### src/rtl/button_pkg.sv
// Shared types and elaboration-time helpers for the push-button bank.
package button_pkg;

    typedef enum logic [1:0] {
        EDGE_RISE = 2'b00,
        EDGE_FALL = 2'b01,
        EDGE_BOTH = 2'b10,
        EDGE_OFF  = 2'b11
    } edge_mode_t;

    typedef enum logic [1:0] {
        IDLE   = 2'd0,
        PRESS  = 2'd1,
        REPEAT = 2'd2
    } hold_state_t;

    // 64-bit math so long hold times at fast clocks do not overflow.
    function automatic longint unsigned ms_to_cycles(input longint unsigned ms,
                                                     input longint unsigned period_ns,
                                                     input longint unsigned min_cycles);
        longint unsigned cycles;
        cycles = (ms * 64'd1_000_000) / period_ns;
        return (cycles < min_cycles) ? min_cycles : cycles;
    endfunction

endpackage

### src/rtl/button_channel.sv
// One button: 2-flop synchronizer, debouncer, edge gate and long-press/auto-repeat FSM.
module button_channel
    import button_pkg::*;
#(
    parameter int CLK_PERIOD_NS    = 5,
    parameter int DEBOUNCE_TIME_MS = 5,
    parameter int HOLD_TIME_MS     = 500,
    parameter int REPEAT_TIME_MS   = 100,
    parameter int ACTIVE_LOW       = 0
) (
    input  logic       clk,
    input  logic       rst,
    input  logic       raw,
    input  logic [1:0] edge_mode,
    input  logic       repeat_en,
    output logic       level,
    output logic       clean_signal,
    output logic       held
);

    localparam int unsigned DB_CYCLES  =
        32'(ms_to_cycles(64'(DEBOUNCE_TIME_MS), 64'(CLK_PERIOD_NS), 64'd1));
    localparam int unsigned HOLD_CYCLES =
        32'(ms_to_cycles(64'(HOLD_TIME_MS), 64'(CLK_PERIOD_NS), 64'd2));
    localparam int unsigned REP_CYCLES =
        32'(ms_to_cycles(64'(REPEAT_TIME_MS), 64'(CLK_PERIOD_NS), 64'd1));

    localparam int DB_W   = $clog2(DB_CYCLES + 1);
    localparam int HOLD_W = $clog2(HOLD_CYCLES + 1);
    localparam int REP_W  = $clog2(REP_CYCLES + 1);

    localparam logic [DB_W-1:0]   DB_LAST   = DB_W'(DB_CYCLES - 1);
    localparam logic [HOLD_W-1:0] HOLD_LAST = HOLD_W'(HOLD_CYCLES - 1);
    localparam logic [REP_W-1:0]  REP_LAST  = REP_W'(REP_CYCLES - 1);
    localparam logic              IDLE_RAW  = (ACTIVE_LOW != 0);

    logic [1:0]        sync_q;
    logic              synced;
    logic [DB_W-1:0]   db_cnt_q;
    logic              level_q, level_prev_q;
    logic              mismatch, flip, rise_now, fall_now;
    logic              changed, edge_hit, rep_ok, rep_fire;
    logic              clean_q;
    edge_mode_t        mode;
    hold_state_t       state_q, state_d;
    logic [HOLD_W-1:0] hold_cnt_q, hold_cnt_d;
    logic [REP_W-1:0]  rep_cnt_q, rep_cnt_d;

    // Synchronizer idles at the inactive raw value so reset release never looks like a press.
    always_ff @(posedge clk or posedge rst) begin
        if (rst) sync_q <= {2{IDLE_RAW}};
        else     sync_q <= {sync_q[0], raw};
    end

    assign synced   = sync_q[1] ^ IDLE_RAW;
    assign mismatch = synced != level_q;
    assign flip     = mismatch && (db_cnt_q == DB_LAST);
    assign rise_now = flip & ~level_q;
    assign fall_now = flip & level_q;

    always_ff @(posedge clk or posedge rst) begin
        if (rst) begin
            db_cnt_q     <= '0;
            level_q      <= 1'b0;
            level_prev_q <= 1'b0;
        end else begin
            level_prev_q <= level_q;
            if (!mismatch) begin
                db_cnt_q <= '0;
            end else if (flip) begin
                db_cnt_q <= '0;
                level_q  <= ~level_q;
            end else begin
                db_cnt_q <= db_cnt_q + 1'b1;
            end
        end
    end

    assign mode    = edge_mode_t'(edge_mode);
    assign changed = level_q ^ level_prev_q;
    assign rep_ok  = repeat_en && (mode == EDGE_RISE || mode == EDGE_BOTH);

    always_comb begin
        edge_hit = 1'b0;
        case (mode)
            EDGE_RISE: edge_hit = changed & level_q;
            EDGE_FALL: edge_hit = changed & ~level_q;
            EDGE_BOTH: edge_hit = changed;
            default:   edge_hit = 1'b0;
        endcase
    end

    // FSM follows the debouncer's flip strobes so held drops on the same edge as level.
    always_comb begin
        state_d    = state_q;
        hold_cnt_d = hold_cnt_q;
        rep_cnt_d  = rep_cnt_q;
        rep_fire   = 1'b0;
        case (state_q)
            IDLE: begin
                if (rise_now) begin
                    state_d    = PRESS;
                    hold_cnt_d = '0;
                end
            end
            PRESS: begin
                if (fall_now) begin
                    state_d    = IDLE;
                    hold_cnt_d = '0;
                end else if (hold_cnt_q == HOLD_LAST) begin
                    state_d    = REPEAT;
                    hold_cnt_d = '0;
                    rep_cnt_d  = '0;
                end else begin
                    hold_cnt_d = hold_cnt_q + 1'b1;
                end
            end
            REPEAT: begin
                if (fall_now) begin
                    state_d   = IDLE;
                    rep_cnt_d = '0;
                end else begin
                    rep_fire  = (rep_cnt_q == '0);
                    rep_cnt_d = (rep_cnt_q == REP_LAST) ? '0 : rep_cnt_q + 1'b1;
                end
            end
            default: begin
                state_d    = IDLE;
                hold_cnt_d = '0;
                rep_cnt_d  = '0;
            end
        endcase
    end

    always_ff @(posedge clk or posedge rst) begin
        if (rst) begin
            state_q    <= IDLE;
            hold_cnt_q <= '0;
            rep_cnt_q  <= '0;
            clean_q    <= 1'b0;
        end else begin
            state_q    <= state_d;
            hold_cnt_q <= hold_cnt_d;
            rep_cnt_q  <= rep_cnt_d;
            clean_q    <= edge_hit | (rep_fire & rep_ok);
        end
    end

    assign level        = level_q;
    assign clean_signal = clean_q;
    assign held         = (state_q == REPEAT);

endmodule

### src/rtl/button_bank.sv
// Bank of independent debounced button channels with a combined event strobe.
module button_bank
    import button_pkg::*;
#(
    parameter int NUM_BUTTONS      = 4,
    parameter int CLK_PERIOD_NS    = 5,
    parameter int DEBOUNCE_TIME_MS = 5,
    parameter int HOLD_TIME_MS     = 500,
    parameter int REPEAT_TIME_MS   = 100,
    parameter int ACTIVE_LOW       = 0
) (
    input  logic                     clk,
    input  logic                     sys_rst,
    input  logic [NUM_BUTTONS-1:0]   signal,
    input  logic [2*NUM_BUTTONS-1:0] edge_mode,
    input  logic [NUM_BUTTONS-1:0]   repeat_en,
    output logic [NUM_BUTTONS-1:0]   level,
    output logic [NUM_BUTTONS-1:0]   clean_signal,
    output logic [NUM_BUTTONS-1:0]   held,
    output logic                     any_event
);

    for (genvar i = 0; i < NUM_BUTTONS; i++) begin : g_ch
        button_channel #(
            .CLK_PERIOD_NS   (CLK_PERIOD_NS),
            .DEBOUNCE_TIME_MS(DEBOUNCE_TIME_MS),
            .HOLD_TIME_MS    (HOLD_TIME_MS),
            .REPEAT_TIME_MS  (REPEAT_TIME_MS),
            .ACTIVE_LOW      (ACTIVE_LOW)
        ) u_ch (
            .clk         (clk),
            .rst         (sys_rst),
            .raw         (signal[i]),
            .edge_mode   (edge_mode[2*i +: 2]),
            .repeat_en   (repeat_en[i]),
            .level       (level[i]),
            .clean_signal(clean_signal[i]),
            .held        (held[i])
        );
    end

    assign any_event = |clean_signal;

endmodule

### config.mk
export PLATFORM = sky130hd
export DESIGN_NAME = button_bank
export DESIGN_NICKNAME = d
export VERILOG_FILES = /design/src/rtl/button_pkg.sv /design/src/rtl/button_channel.sv /design/src/rtl/button_bank.sv
export SDC_FILE = /design/constraint.sdc
export NUM_CORES = 1
export LEC_CHECK = 0
export ABC_AREA = 1
export CAP_MARGIN = 15
export CORE_AREA = 2 2 220 222
export CTS_CLUSTER_SIZE = 10
export DETAILED_ROUTE_END_ITERATION = 7
export DIE_AREA = 0 0 222 224
export GPL_TIMING_DRIVEN = 0
export PLACE_DENSITY_LB_ADDON = 0.12
export SLEW_MARGIN = 25
export SYNTH_ARGS = -nofsm -noshare
export SYNTH_HDL_FRONTEND = slang
export SYNTH_SLANG_ARGS = --single-unit
### constraint.sdc
create_clock -name clk -period 29.5 [get_ports clk]
set_clock_uncertainty 0.15 [all_clocks]
set_input_delay 5.9 -clock clk [delete_from_list [all_inputs] [get_ports clk]]
set_output_delay 5.9 -clock clk [all_outputs]
set_load 0.01 [all_outputs]
# == After elaboration in Yosys (flattened, before gate mapping) ==
# Cells that the tools add are included.
# word_totals
reg_bits,316
input_bits,18
out_inout_bits,13
# classes
eq_ne,52
bitwise,40
n_reduce_logical,41
muxes,76
add_sub_neg,12
# op_table
operator,count
two-way mux 25 bit,16
two-way mux 27 bit,12
case mux 27 bit (3 select lines),4
case mux 25 bit (3 select lines),4
two-way mux 20 bit,8
adder 27 x 1 -> 27 bit (second input constant),4
== test 27 bit (second input constant),4
adder 25 x 1 -> 25 bit (second input constant),4
== test 25 bit (second input constant),4
zero test 25 bit,4
adder 20 x 1 -> 20 bit (second input constant),4
== test 20 bit (second input constant),4
two-way mux 2 bit,16
case mux 2 bit (3 select lines),4
AND reduction 3 bit,8
AND 1 bit,20
== test 2 x 1 -> 1 bit (second input constant),8
== test 2 bit (second input constant),8
zero test 2 bit,8
inequality test 2 x 1 -> 1 bit (second input constant),8
inequality test 2 bit (second input constant),8
AND reduction 2 bit,8
inequality test 3 x 1 -> 1 bit (second input constant),4
NOT 1 bit,12
8 further kinds,37

# == Longest topological paths before layout ==
# depth
depth_word,7
mapped_depth,12
depth_no_buf,12

# == By module ==
# A second synthesis with hierarchy kept.
# hier_totals
cells_unflattened,3222
hier_area_um2,21516.9
# modules_own_cells
module,cells_per_inst,instances,area_per_inst_um2,seq_area_each_um2
button_channel at g_ch[0].u_ch ...,805,3,5371.4,1976.9
button_channel at g_ch[3].u_ch,804,1,5391.4,1976.9
button_bank,3,1,11.3,0.0

# == Worst setup path after synthesis ==
# Ideal clock, no wire load.
# synth_timing
path_kind,register to output
from,register g_ch[2].u_ch.state_q[1]
to,output port held[2]
t_arrival_ns,0.953
n_path_buf,2
path_stages_with_launch,5
setup_slack_ns,22.497
cell_sequence,dfrtp_1 -> clkinv_1 -> nor2_1 -> buf_2 -> buf_4
# synth_via
elab_chain_len,1
# synth_rtl
element,line,rtl
"start, declared",button_channel.sv:45,"hold_state_t state_q, state_d;"
"start signal, assigned",button_channel.sv:142,state_q <= state_d;
== test 2 bit,button_channel.sv:151,assign held = (state_q == REPEAT);
"end, declared",button_bank.sv:19,"output logic [NUM_BUTTONS-1:0] held,"
# No other way between the ends.

# == Worst setup path after layout ==
# layout_timing
from,register g_ch[1].u_ch.state_q[1]
to,output port held[1]
# layout_via
elab_chain_len,1
# layout_rtl
element,line
"start, declared",button_channel.sv:45
"start signal, assigned",button_channel.sv:142
== test 2 bit,button_channel.sv:151
# No other way between the ends.

==> impl_metrics.csv <==
group,metric,value,unit
run_status,status,"finished, final reports clean",
logic_synthesis,synth_cell_type_count,53,
floorplan,die_w,222,µm
layout,antenna_cells,0,
layout,seq_area,0.00791,mm²
logic_synthesis,synth-async-reset-ratio,1.00,
clock_tree,clockBufferDepth,3,
worst_setup_path,crit_required,23.45,ns
clock_tree,cts_tree,"done",
clock_tree,cts_resized,0,
logic_synthesis,synth_edf_count,0,
logic_synthesis,synthFlopType,"dfrtp_1",
detailed_routing,drt_first_pass_iters,5,
worst_setup_path,cpPeakStageDelay,0.52,ns
hold_path,hp-class,"reg -> reg",
detailed_routing,vias,18000,
global_route,groute.usage.overall,0.198,
logic_synthesis,ys_warn_count,0,
clock_tree,clkTransAtPathRegs,0.05,ns
timing,timing.setup.tns,0,ns
worst_setup_path,worstPathArrival,2.28,ns
worst_setup_path,startpoint_type,"flip-flop",
floorplan,rows,80,
worst_setup_path,worst-path-buf-inv,3,
detailed_routing,first_iter_violations,1110,
floorplan,start_util,0.426,
power,p_per_area,41.8,mW/mm²
worst_setup_path,path_class,"reg -> out",
timing,finalSetupViolCount,0,
worst_setup_path,path_max_fanout,10,
timing,hold_violations,0,
timing,finalMaxSlewViolations,0,
placed_design,io_buffers,30,
timing,worstMarginPinSlew,0.631,ns
clock_tree,post_cts.repair.setup_buffers,0,
logic_synthesis,synth_area,0.0202,mm²
global_route,grt_pass1_vias,17300,
power,ir_drop,41.4,µV
global_route,grt_pass1_wl,83600,µm
worst_setup_path,path_delay_family,"buffers and inverters",
logic_synthesis,yosysSeqAreaShare,0.392,
timing,min_period,8.33,ns
worst_setup_path,path_cells,"inv_2 -> nor2_2 -> buf_4 -> clkdlybuf4s50_1",
floorplan,die_h,224,µm
clock_tree,holdBufCountCts,0,
global_route,grt_max_degree,97,
placed_design,hpwlAfterDp,34400,µm
placed_design,placedCellCount,3521,
clock_tree,root_buffer,"clkbuf_16",
clock_tree,clk_latency,0.56,ns
layout,areaGrowthSynthToFinish,12.2,%
layout,multi_input_area,0.0106,mm²
timing,rsz0062_at_grt,"false",
floorplan,io_pins,31,
layout,nets,2984,
power,p_leak,0.0111,µW
worst_setup_path,critPathCaptureType,"output pin",
layout,finalNonFillerCells,3590,
clock_tree,cts_buffers,42,
global_route,grt_antenna_before_repair,0,
timing,period_share,0.282,
global_route,globalRoute.totalOverflow,0,
layout,fill_cells,4785,
detailed_routing,vias_per_cell,5.02,
detailed_routing,routed_wl,47900,µm
placed_design,gp_congestion,0.916,
detailed_routing,routedWlPerCell,13.4,µm
floorplan,die_area,0.0497,mm²
worst_setup_path,crit_slowest_cell,"clkdlybuf4s50_1",
timing,max_freq,120,MHz
detailed_routing,drcViolationCount,0,
logic_synthesis,synth_nets,2907,
flow_run,cap_viol_max_count,0,
layout,drive_gt1_frac,0.0810,
logic_synthesis,syn_inst,2873,
clock_tree,clock_sinks,316,
logic_synthesis,ys_ff_latch,316,
timing,slew-limit-headroom,0.578,
logic_synthesis,avgSynthCellArea,7.02,µm²
floorplan,core,0.0473,mm²
clock_tree,htree_levels,2,
detailed_routing,ant_nets,0,
-- cell type report --
class,count,share of cell area
Buffer,68,0.0216
Clock buffer,60,0.0539
Clock inverter,9,0.00343
Inverter,323,0.0539
Multi-Input combinational cell,2166,0.467
Sequential cell,316,0.350
Tap cell,615,0.0340
Timing Repair Buffer,33,0.0169
-- routing by layer --
metal  global-route usage  vias to the layer above  share of wire
li1                     -                     9246              -
met1                0.271                     8410           0.48
met3               0.0302                       59          0.038
met5                    0                        -              0
met2                0.328                      291           0.46
met4               0.0503                        0          0.017
-- cells by family (layout without fill, tap and decap cells) --
kind of cell             after synthesis  in the layout  share of synthesized area
AO/OA/AOI/OAI                        106            106                     0.0310
XOR/XNOR                             150            150                     0.0678
adder cells (fa/ha/maj)               16             16                    0.00993
buffers and inverters                391            493                     0.0844
flip-flops                           316            316                      0.392
AND/OR/NAND/NOR                     1894           1894                      0.415
-- registers in the layout (all words and copies together), names as in the netlist --
register                count
g_ch.u_ch.sync_q            8
g_ch.u_ch.clean_signal      4
g_ch.u_ch.hold_cnt_q      108
g_ch.u_ch.rep_cnt_q       100
g_ch.u_ch.db_cnt_q         80
g_ch.u_ch.state_q           8
g_ch.u_ch.level             4
g_ch.u_ch.level_prev_q      4
-- per-stage QoR --
| step | util | instance area, µm² | setup slack, ns | total power, µW | hold slack (ns) |
|---|---|---|---|---|---|
| global placement | 0.449 | 21200 | 10.14 | 464 | 0.183 |
| floorplan | - | 20200 | 14.71 | 457 | 0.181 |
| global route | 0.478 | 22600 | 21.04 | 982 | 0.207 |
| finish | 0.478 | 22600 | 21.17 | 946 | 0.197 |
| detailed placement | 0.450 | 21300 | 21.57 | 466 | 0.186 |
| CTS | 0.478 | 22600 | 21.12 | 966 | 0.200 |
-- where the power goes --
part / switching (µW) / internal (µW) / total (µW)
combinational: 14.1 / 5.79 / 19.9
sequential: 1.37 / 436 / 437
clock: 195 / 294 / 489
total: 211 / 735 / 946
-- worst reg2reg max path, stage by stage, from the launching register on --
cell,delay [ns]
dfrtp_1,0.43
ha_1,0.27
nand2_1,0.09
nor2_2,0.15
nand2_2,0.13
nor2_1,0.13
nand2_1,0.11
nor2_1,0.16
nand2_2,0.16
buf_6,0.18
nand3_1,0.07
nand2_1,0.06
-- final timing paths --
kind                                             from                          end  depth (start not counted)  slack (ns)
max                           g_ch[1].u_ch.state_q[1]                      held[1]                          4       21.17
min                            g_ch[0].u_ch.sync_q[0]       g_ch[0].u_ch.sync_q[1]                          0        0.20
max reg2reg                g_ch[1].u_ch.hold_cnt_q[0]    g_ch[1].u_ch.rep_cnt_q[9]                         11       27.28
min reg2reg                    g_ch[0].u_ch.sync_q[0]       g_ch[0].u_ch.sync_q[1]                          0        0.20
max in group asynchronous                     sys_rst     g_ch[3].u_ch.db_cnt_q[3]                          4       22.28
min in group asynchronous                     sys_rst  g_ch[0].u_ch.hold_cnt_q[22]                          2        5.64
-- synth_stat cells (3+ instances only) --
library cell,number,area (µm²)
buf_1,4,15.0
nand3_2,9,90.1
nand2_2,27,169
nor3_1,87,435
nor2_4,13,146
nand2_4,4,45.0
nor4_1,15,93.8
buf_4,15,113
nand4_1,87,544
clkbuf_1,7,26.3
nand3b_1,15,113
o21a_1,5,37.5
or2_2,5,31.3
a31oi_1,6,37.5
o21ai_0,39,195
nand3_1,280,1400
nor3_2,3,30.0
a211oi_1,5,37.5
o21ai_1,14,70.1
nor2_1,356,1340
xnor2_1,42,368
buf_6,20,225
nand2_1,946,3550
nor2_2,28,175
inv_2,16,60.1
o21bai_1,10,75.1
buf_2,22,110
xor2_1,104,911
and3_1,3,18.8
ha_1,16,200
inv_1,304,1140
a21oi_1,21,105
nor3b_1,5,37.5
clkinv_1,3,11.3
dfrtp_1,316,7910
-- placed cells by master, fill, tap and decap left out, types with 6 or more instances in the layout --
master	count
buf_4	15
nor2_1	356
nor3_1	87
nand4_1	87
inv_1	303
a31oi_1	6
xnor2_1	42
clkbuf_8	8
nor2_4	13
clkbuf_16	43
xor2_1	104
buf_6	20
clkdlybuf4s50_1	30
buf_2	22
nor4_1	15
nand3_1	280
a21oi_1	21
o21ai_1	14
nand3b_1	15
clkbuf_1	16
inv_2	16
nand3_2	9
nor2_2	28
dfrtp_1	316
o21ai_0	39
nand2_1	946
clkinv_2	6
ha_1	16
o21bai_1	10
nand2_2	27
No activity file was read; power rests on OpenSTA's default activity.
